[src/rtl/dmem_arbiter_if.sv]
// rtl/dmem_arbiter_if.sv - Requester and data_memory signal bundle for dmem_arbiter (p0_lock/p1_lock exist only with DMEM_ARB_LOCK_EN)
interface dmem_arbiter_if #(
    parameter int ADDR_W = 8,
    parameter int DATA_W = 16
);
    // Port 0: CPU load/store unit
    logic              p0_req;
    logic              p0_we;
    logic [ADDR_W-1:0] p0_addr;
    logic [DATA_W-1:0] p0_wdata;
    logic              p0_ack;
    logic              p0_rvalid;
    logic [DATA_W-1:0] p0_rdata;

    // Port 1: external loader / DMA path
    logic              p1_req;
    logic              p1_we;
    logic [ADDR_W-1:0] p1_addr;
    logic [DATA_W-1:0] p1_wdata;
    logic              p1_ack;
    logic              p1_rvalid;
    logic [DATA_W-1:0] p1_rdata;

`ifdef DMEM_ARB_LOCK_EN
    logic              p0_lock;
    logic              p1_lock;
`endif

    // data_memory side
    logic              mem_wr;
    logic [ADDR_W-1:0] mem_address_wr;
    logic [DATA_W-1:0] mem_din;
    logic              mem_rd;
    logic [ADDR_W-1:0] mem_address_rd;
    logic [DATA_W-1:0] mem_dout;

    // Arbiter side
    modport slave (
        input  p0_req, p0_we, p0_addr, p0_wdata,
        output p0_ack, p0_rvalid, p0_rdata,
        input  p1_req, p1_we, p1_addr, p1_wdata,
        output p1_ack, p1_rvalid, p1_rdata,
`ifdef DMEM_ARB_LOCK_EN
        input  p0_lock, p1_lock,
`endif
        output mem_wr, mem_address_wr, mem_din, mem_rd, mem_address_rd,
        input  mem_dout
    );

    // Requesters plus memory side
    modport master (
        output p0_req, p0_we, p0_addr, p0_wdata,
        input  p0_ack, p0_rvalid, p0_rdata,
        output p1_req, p1_we, p1_addr, p1_wdata,
        input  p1_ack, p1_rvalid, p1_rdata,
`ifdef DMEM_ARB_LOCK_EN
        output p0_lock, p1_lock,
`endif
        input  mem_wr, mem_address_wr, mem_din, mem_rd, mem_address_rd,
        output mem_dout
    );
endinterface

[src/rtl/dmem_arbiter.sv]
// rtl/dmem_arbiter.sv - Two-port round-robin arbiter in front of data_memory (optional lock FSM with DMEM_ARB_LOCK_EN)
module dmem_arbiter #(
    parameter int ADDR_W   = 8,
    parameter int DATA_W   = 16,
    parameter int MAX_LOCK = 16
) (
    input  logic          clk,
    input  logic          reset_n,
    dmem_arbiter_if.slave bus
);

    // The lock counter needs at least one terminal count below MAX_LOCK
    if (MAX_LOCK < 2) begin : g_max_lock_check
        $error("dmem_arbiter: MAX_LOCK must be at least 2");
    end

    logic gnt0;
    logic gnt1;
    logic rr_gnt0;
    logic rr_gnt1;
    logic last_grant;   // 1 = port 1 was granted most recently
    logic rvalid0;
    logic rvalid1;

`ifdef DMEM_ARB_LOCK_EN
    localparam int CNT_W = (MAX_LOCK > 1) ? $clog2(MAX_LOCK) : 1;

    typedef enum logic [1:0] {
        IDLE  = 2'd0,
        LOCK0 = 2'd1,
        LOCK1 = 2'd2
    } state_t;

    state_t           state;
    state_t           state_next;
    logic [CNT_W-1:0] lock_cnt;
    logic [CNT_W-1:0] lock_cnt_next;
    logic             lock_timeout;
`endif

    // Plain round-robin choice: the port that did not win last time takes a collision
    always_comb begin
        rr_gnt0 = 1'b0;
        rr_gnt1 = 1'b0;
        if (bus.p0_req && bus.p1_req) begin
            if (last_grant) begin
                rr_gnt0 = 1'b1;
            end else begin
                rr_gnt1 = 1'b1;
            end
        end else begin
            rr_gnt0 = bus.p0_req;
            rr_gnt1 = bus.p1_req;
        end
    end

    // Final grant: nothing while in reset, lock owner only while locked
    always_comb begin
        gnt0 = 1'b0;
        gnt1 = 1'b0;
        if (reset_n) begin
`ifdef DMEM_ARB_LOCK_EN
            case (state)
                LOCK0:   gnt0 = bus.p0_req;
                LOCK1:   gnt1 = bus.p1_req;
                default: begin
                    gnt0 = rr_gnt0;
                    gnt1 = rr_gnt1;
                end
            endcase
`else
            gnt0 = rr_gnt0;
            gnt1 = rr_gnt1;
`endif
        end
    end

    assign bus.p0_ack = gnt0;
    assign bus.p1_ack = gnt1;

    // Steer the granted port onto the memory write or read side; idle buses read as zero
    always_comb begin
        bus.mem_wr         = 1'b0;
        bus.mem_address_wr = '0;
        bus.mem_din        = '0;
        bus.mem_rd         = 1'b0;
        bus.mem_address_rd = '0;
        if (gnt0) begin
            if (bus.p0_we) begin
                bus.mem_wr         = 1'b1;
                bus.mem_address_wr = bus.p0_addr;
                bus.mem_din        = bus.p0_wdata;
            end else begin
                bus.mem_rd         = 1'b1;
                bus.mem_address_rd = bus.p0_addr;
            end
        end else if (gnt1) begin
            if (bus.p1_we) begin
                bus.mem_wr         = 1'b1;
                bus.mem_address_wr = bus.p1_addr;
                bus.mem_din        = bus.p1_wdata;
            end else begin
                bus.mem_rd         = 1'b1;
                bus.mem_address_rd = bus.p1_addr;
            end
        end
    end

    // Remember the last winner and flag which port owns next cycle's memory read data
    always_ff @(posedge clk or negedge reset_n) begin
        if (!reset_n) begin
            last_grant <= 1'b1;
            rvalid0    <= 1'b0;
            rvalid1    <= 1'b0;
        end else begin
            rvalid0 <= gnt0 & ~bus.p0_we;
            rvalid1 <= gnt1 & ~bus.p1_we;
            if (gnt0) begin
                last_grant <= 1'b0;
            end else if (gnt1) begin
                last_grant <= 1'b1;
            end
`ifdef DMEM_ARB_LOCK_EN
            // A forced release counts as a win for the holder so the other port goes next
            if (lock_timeout) begin
                last_grant <= (state == LOCK1);
            end
`endif
        end
    end

    assign bus.p0_rvalid = rvalid0;
    assign bus.p1_rvalid = rvalid1;
    assign bus.p0_rdata  = rvalid0 ? bus.mem_dout : '0;
    assign bus.p1_rdata  = rvalid1 ? bus.mem_dout : '0;

`ifdef DMEM_ARB_LOCK_EN
    // Lock state and hold-time counter
    always_ff @(posedge clk or negedge reset_n) begin
        if (!reset_n) begin
            state    <= IDLE;
            lock_cnt <= '0;
        end else begin
            state    <= state_next;
            lock_cnt <= lock_cnt_next;
        end
    end

    // Enter a lock on a locked accept; leave on unlock, withdrawn request or hold timeout
    always_comb begin
        state_next    = state;
        lock_cnt_next = lock_cnt;
        lock_timeout  = 1'b0;
        case (state)
            IDLE: begin
                lock_cnt_next = '0;
                if (gnt0 && bus.p0_lock) begin
                    state_next = LOCK0;
                end else if (gnt1 && bus.p1_lock) begin
                    state_next = LOCK1;
                end
            end
            LOCK0: begin
                if ((gnt0 && !bus.p0_lock) || !bus.p0_req) begin
                    state_next    = IDLE;
                    lock_cnt_next = '0;
                end else if (lock_cnt == CNT_W'(MAX_LOCK - 1)) begin
                    state_next    = IDLE;
                    lock_cnt_next = '0;
                    lock_timeout  = 1'b1;
                end else begin
                    lock_cnt_next = lock_cnt + 1'b1;
                end
            end
            LOCK1: begin
                if ((gnt1 && !bus.p1_lock) || !bus.p1_req) begin
                    state_next    = IDLE;
                    lock_cnt_next = '0;
                end else if (lock_cnt == CNT_W'(MAX_LOCK - 1)) begin
                    state_next    = IDLE;
                    lock_cnt_next = '0;
                    lock_timeout  = 1'b1;
                end else begin
                    lock_cnt_next = lock_cnt + 1'b1;
                end
            end
            default: begin
                state_next    = IDLE;
                lock_cnt_next = '0;
            end
        endcase
    end
`endif

endmodule

[src/flat_wrapper.sv]
// flat-port wrapper written by rule: the top's interface ports become plain ports
module dmem_arbiter_flat 
#(
    parameter int ADDR_W   = 8,
    parameter int DATA_W   = 16,
    parameter int MAX_LOCK = 16
)
  (clk, reset_n, bus_p0_req, bus_p0_we, bus_p0_addr, bus_p0_wdata, bus_p0_ack, bus_p0_rvalid, bus_p0_rdata, bus_p1_req, bus_p1_we, bus_p1_addr, bus_p1_wdata, bus_p1_ack, bus_p1_rvalid, bus_p1_rdata, bus_mem_wr, bus_mem_address_wr, bus_mem_din, bus_mem_rd, bus_mem_address_rd, bus_mem_dout);
  dmem_arbiter_if #(.ADDR_W(ADDR_W), .DATA_W(DATA_W)) bus_i ();
  input  logic clk;
  input  logic reset_n;
  input wire logic [$bits(bus_i.p0_req)-1:0] bus_p0_req;
  input wire logic [$bits(bus_i.p0_we)-1:0] bus_p0_we;
  input wire logic [$bits(bus_i.p0_addr)-1:0] bus_p0_addr;
  input wire logic [$bits(bus_i.p0_wdata)-1:0] bus_p0_wdata;
  output wire logic [$bits(bus_i.p0_ack)-1:0] bus_p0_ack;
  output wire logic [$bits(bus_i.p0_rvalid)-1:0] bus_p0_rvalid;
  output wire logic [$bits(bus_i.p0_rdata)-1:0] bus_p0_rdata;
  input wire logic [$bits(bus_i.p1_req)-1:0] bus_p1_req;
  input wire logic [$bits(bus_i.p1_we)-1:0] bus_p1_we;
  input wire logic [$bits(bus_i.p1_addr)-1:0] bus_p1_addr;
  input wire logic [$bits(bus_i.p1_wdata)-1:0] bus_p1_wdata;
  output wire logic [$bits(bus_i.p1_ack)-1:0] bus_p1_ack;
  output wire logic [$bits(bus_i.p1_rvalid)-1:0] bus_p1_rvalid;
  output wire logic [$bits(bus_i.p1_rdata)-1:0] bus_p1_rdata;
  output wire logic [$bits(bus_i.mem_wr)-1:0] bus_mem_wr;
  output wire logic [$bits(bus_i.mem_address_wr)-1:0] bus_mem_address_wr;
  output wire logic [$bits(bus_i.mem_din)-1:0] bus_mem_din;
  output wire logic [$bits(bus_i.mem_rd)-1:0] bus_mem_rd;
  output wire logic [$bits(bus_i.mem_address_rd)-1:0] bus_mem_address_rd;
  input wire logic [$bits(bus_i.mem_dout)-1:0] bus_mem_dout;
  assign bus_i.p0_req = bus_p0_req;
  assign bus_i.p0_we = bus_p0_we;
  assign bus_i.p0_addr = bus_p0_addr;
  assign bus_i.p0_wdata = bus_p0_wdata;
  assign bus_p0_ack = bus_i.p0_ack;
  assign bus_p0_rvalid = bus_i.p0_rvalid;
  assign bus_p0_rdata = bus_i.p0_rdata;
  assign bus_i.p1_req = bus_p1_req;
  assign bus_i.p1_we = bus_p1_we;
  assign bus_i.p1_addr = bus_p1_addr;
  assign bus_i.p1_wdata = bus_p1_wdata;
  assign bus_p1_ack = bus_i.p1_ack;
  assign bus_p1_rvalid = bus_i.p1_rvalid;
  assign bus_p1_rdata = bus_i.p1_rdata;
  assign bus_mem_wr = bus_i.mem_wr;
  assign bus_mem_address_wr = bus_i.mem_address_wr;
  assign bus_mem_din = bus_i.mem_din;
  assign bus_mem_rd = bus_i.mem_rd;
  assign bus_mem_address_rd = bus_i.mem_address_rd;
  assign bus_i.mem_dout = bus_mem_dout;
  dmem_arbiter #(.ADDR_W(ADDR_W), .DATA_W(DATA_W), .MAX_LOCK(MAX_LOCK)) u_core (.clk(clk), .reset_n(reset_n), .bus(bus_i));
endmodule
[config.mk]
export PLATFORM = sky130hd
export DESIGN_NAME = dmem_arbiter_flat
export DESIGN_NICKNAME = d
export VERILOG_FILES = /design/src/rtl/dmem_arbiter_if.sv /design/src/rtl/dmem_arbiter.sv /design/src/flat_wrapper.sv
export SDC_FILE = /design/constraint.sdc
export NUM_CORES = 1
export LEC_CHECK = 0
export ABC_AREA = 1
export BUFFER_PORTS_ARGS = -buffer_cell sky130_fd_sc_hd__buf_2
export CAP_MARGIN = 20
export CORE_MARGIN = 2
export CORE_UTILIZATION = 34
export CTS_CLUSTER_SIZE = 14
export DETAILED_ROUTE_END_ITERATION = 7
export HOLD_SLACK_MARGIN = 0.1
export PLACE_DENSITY = 0.84
export SETUP_SLACK_MARGIN = 0.4
export SYNTH_ARGS = -nofsm -noshare
export SYNTH_HDL_FRONTEND = slang
export SYNTH_SLANG_ARGS = --single-unit
[constraint.sdc]
create_clock -name clk -period 1.1 [get_ports clk]
set_input_delay 0.11 -clock clk [delete_from_list [all_inputs] [get_ports clk]]
set_output_delay 0.11 -clock clk [all_outputs]
set_load 0.05 [all_outputs]
==> impl_metrics.py, run 1 <==
metrics = {
    "synthesis": {
        "synth_warnings": 0,
        "yosysTopAreaCellShare_pct": 29.4,
        "synth_commonest_cells": "nand2_1, inv_1, nand3_1",
        "async_flop_share_pct": 100,
        "synth_edf_count": 0,
        "seq_area_frac_synth_pct": 5.02,
        "yosysMostFrequentCell": "nand2_1",
        "yosys.area.top_type": "nand2_1",
        "yosys_most_used_dff": "dfrtp_1",
        "synth_area_per_cell_um2": 4.49,
        "ys_ff_latch": 3,
        "ys_types": 16,
        "netlist_top_cells_area": "nand2_1, inv_1, nand3_1, buf_4, nor2_1",
        "syn_nets": 408,
        "syn-cell-area_um2": 1520,
        "syn_inst": 338,
    },
    "placed_design": {
        "routabilityCongestion": 0.789,
        "hpwl_um": 4890,
        "place_area_um2": 3320,
        "place_ws_ps": -363,
        "dp_cells": 527,
        "numPortBuffers": 139,
    },
    "global_route": {
        "grt_max_degree": 34,
    },
    "status": {
        "lastStage": "global routing",
        "outcome": "did not finish",
        "first-error": "[ERROR DPL-0038] Utilization greater than 100%, impossible to legalize",
    },
    "clock_tree": {
        "cts_max_level": 1,
        "cts_sinks": 3,
        "root_buffer": "clkbuf_8",
        "ctsLongestPathBuffers": 2,
        "cts_inserted_buffers": 3,
    },
    "timing": {
        "worstEndpointType": "primary output",
        "postGrtWorstEndpoint": "bus_mem_address_wr[7]",
    },
    "floorplanning": {
        "dieHeight_um": 70.8,
        "pin_count": 140,
        "initial_core_util_pct": 35.1,
        "die_x_um": 70.8,
        "rows": 24,
    },
}
## per-stage QoR
stage	setup TNS [ps]	hold WS, ps
floorplan	-6580	-186
global placement	-10580	34.7
detailed placement	-10970	34.9
CTS	-20040	258
## cells by family after synthesis
family        synth area share, %
flops                        5.03
simple gates                 57.5
buf+inv                      37.5
## what timing repair did
| action | 4_1_cts |
|---|---|
| hold endpoints to repair | 3 |
| gates resized for setup | 190 |
| endpoints found under the setup margin | 73 |
| buffers inserted | 2 |
| cloned | 2 |
| hold buffers | 1 |
| pin swaps | 2 |
==> run 2, diff against run 1 <==
Settings changed: CORE_UTILIZATION 34 to 35, CTS_CLUSTER_SIZE 14 to unset, HOLD_SLACK_MARGIN 0.1 to unset, PLACE_DENSITY 0.84 to unset, PLACE_DENSITY_LB_ADDON set to 0.15, SETUP_SLACK_MARGIN 0.4 to unset.
Clock period 1.1 ns to 1.4 ns, I/O delays scaled along.
==> impl_metrics.py, run 2 <==
metrics = {
    "status": {
        "outcome": "finished, violations left",
        "violations": "setup timing",
    },
    "clock_tree": {
        "root_buffer": "clkbuf_8",
        "cts_inserted_buffers": 3,
        "ctsLongestPathBuffers": 2,
        "cts_max_level": 1,
        "cts_tree": "done",
        "clk_pin_slew_ps": 40,
        "post_cts_buffers": 0,
        "cts_sinks": 3,
        "clk_latency_ps": 220,
    },
    "routing": {
        "wire_per_inst_um": 10.1,
        "drc_errors": 0,
        "routed_wl_um": 5210,
        "vias": 2286,
        "drt_iter0_drc": 132,
        "antenna_left": 0,
        "vias_per_cell": 4.41,
        "drt_pre_antenna_iters": 5,
    },
    "floorplanning": {
        "initial_core_util_pct": 37.2,
        "dieArea_um2": 4880,
        "dieHeight_um": 69.9,
        "pin_count": 140,
        "rows": 23,
        "die_x_um": 69.9,
        "core_area_um2": 4090,
    },
    "setup_path": {
        "crit_path_max_incr_delay_ps": 530,
        "path_delay_family": "flip-flops",
        "cp-end-kind": "output pin",
        "r2r_start": "u_core.last_grant",
        "cp.required_ps": 1260,
        "critPathKind": "reg2out",
        "rrSetupSlack_ps": 350,
        "critPathSlowestCell": "dfstp_2",
        "reg2regPathDepth": 6,
        "start_kind": "flip-flop",
        "cp_max_fo": 7,
        "worstPathArrival_ps": 1370,
        "r2r-end": "u_core.last_grant",
        "worst-path-buf-inv": 3,
        "worstPathCellList": "inv_2 > nand2_4 > buf_4 > nand3b_1 > nand2_1 > buf_6",
    },
    "worst_hold_path": {
        "hold_end": "u_core.last_grant",
        "hold_path.class": "in2reg",
        "worstHoldStart": "reset_n",
        "whs_path_depth": 5,
    },
    "synthesis": {
        "synth_commonest_cells": "nand2_1, inv_1, nand3_1",
        "syn_nets": 408,
        "syn_inst": 338,
        "synth_area_per_cell_um2": 4.49,
        "ys_types": 16,
        "yosysTopAreaCellShare_pct": 29.4,
        "syn-cell-area_um2": 1520,
        "yosysMostFrequentCell": "nand2_1",
        "yosys_most_used_dff": "dfrtp_1",
        "async_flop_share_pct": 100,
        "netlist_top_cells_area": "nand2_1, inv_1, nand3_1, buf_4, nor2_1",
        "ys_ff_latch": 3,
        "synth_warnings": 0,
        "synth_edf_count": 0,
        "yosys.area.top_type": "nand2_1",
        "seq_area_frac_synth_pct": 5.02,
    },
    "placed_design": {
        "dp_cells": 513,
        "routabilityCongestion": 0.805,
        "hpwl_um": 3820,
        "numPortBuffers": 139,
    },
    "power_and_ir_drop": {
        "p_int_uw": 611,
        "peakVddDrop_mv": 0.628,
        "switching_share_pct": 52.1,
        "pwr-share-comb_pct": 70.4,
        "power_uw": 1280,
        "clkPwrFrac_pct": 20.8,
        "leakagePower_uw": 0.00211,
        "seqPwrFrac_pct": 8.8,
        "p_per_area_nw_per_um2": 500,
        "switchingPower_uw": 665,
    },
    "global_route": {
        "globalRoute.busiestLayer": "met2",
        "grt_use_met2_pct": 39.3,
        "grt_max_degree": 36,
        "grt_use_met1_pct": 24.5,
        "grt-ovfl-total": 0,
        "met3_usage_pct": 2.89,
        "first_global_vias": 2060,
        "grt_util_all_layers_pct": 21.0,
        "grt_pass1_wl_um": 8840,
        "antenna_found_initial": 0,
    },
    "layout": {
        "antenna_cells": 0,
        "final_common_cell": "nand2_1",
        "final_cell_mix": "nand2_1, buf_2, inv_1",
        "areaGrowthSynthToFinish_pct": 68.1,
        "stdcell_count": 518,
        "fill_cells": 414,
        "final-seq-area_um2": 78.8,
        "multi_input_area_um2": 883,
        "drive_above_1_share_pct": 35.3,
        "final_net_count": 539,
    },
    "timing": {
        "tightest_slew_ps": 290,
        "maxSlewHeadroom_pct": 80.7,
        "finalCritPeriodShare_pct": 108,
        "worst_slack_ps": -112,
        "setup_violations": 36,
        "finalCriticalPeriod_ps": 1510,
        "max_freq_mhz": 662,
        "slew_viol_final": 0,
        "rsz0062_at_grt": "yes",
        "skew_ps": 7.51,
        "finalHoldViolCount": 0,
    },
    "flow_run": {
        "drv_cap": 0,
    },
}
run 2: cell counts after synthesis:
No cell type changed its count.
run 2: cells by family after synthesis:
| group | after synthesis | share of synthesized area, % |
|---|---|---|
| buffers and inverters | 129 | 37.5 |
| flip-flops | 3 | 5.03 |
| AND/OR/NAND/NOR | 206 | 57.5 |
run 2: per-layer routing:
layer | wire [µm] | share of wire (%) | vias up
met2 | 2600 | 50 | 89
met1 | 2150 | 41 | 973
met4 | 63 | 1.2 | 0
li1 | - | - | 1217
met3 | 390 | 7.5 | 7
met5 | 0 | 0 | -
run 2: how the worst max path moves through the flow:
stage	from	to	slack (ps)	cells after the start
6_report	u_core.last_grant	bus_mem_rd	-110	6
5_1_grt	u_core.last_grant	bus_mem_din[2]	-180	6
4_1_cts	u_core.last_grant	bus_mem_rd	-120	6
3_5_place_dp	u_core.last_grant	bus_mem_address_wr[1]	50	6
3_3_place_gp	u_core.last_grant	bus_mem_address_wr[1]	40	6
2_1_floorplan	u_core.bus.p1_rvalid	bus_p1_rdata[10]	0.9	4
run 2: final cells by class:
class / instances / share of cell area [%]
timing repair buffer: 150 / 42.5
inverter: 105 / 15.6
clock buffer: 4 / 1.76
multi-input combinational: 206 / 34.6
tap: 50 / 2.45
sequential: 3 / 3.09
run 2: stage by stage:
step | util [%] | worst slack (ps) | area, µm² | TNS [ps] | hold slack [ps]
4_1_cts | 61.9 | -120 | 2530 | -3450 | -277
3_3_place_gp | 55.3 | 43.4 | 2260 | 0 | -39.1
3_5_place_dp | 55.3 | 46.8 | 2260 | 0 | -37.0
2_1_floorplan | - | 0.931 | 1520 | 0 | -156
6_report | 62.5 | -112 | 2550 | -3230 | 276
5_1_grt | 62.5 | -175 | 2550 | -5270 | 317
run 2: repair_timing:
item                       in CTS  in global routing
hold endpoints to repair        3                  3
resized for setup              72                  5
cloned                          0                  0
setup endpoints to repair      36                 36
run 2: power groups by stage:
stage | clock [µW] | combinational [µW] | sequential [µW]
3_5_place_dp | 0 | 817 | 113
2_1_floorplan | 0 | 565 | 111
4_1_cts | 274 | 894 | 112
5_1_grt | 281 | 970 | 114
3_3_place_gp | 0 | 813 | 113
6_report | 266 | 898 | 112
run 2: worst register-to-register path: cells and delay by family, from the launching register on:
kind	cells	cell delay [ps]
buffers and inverters	3	230
DFF	1	530
and+or+nand+nor	3	220
No activity file was read; power rests on OpenSTA's default activity.
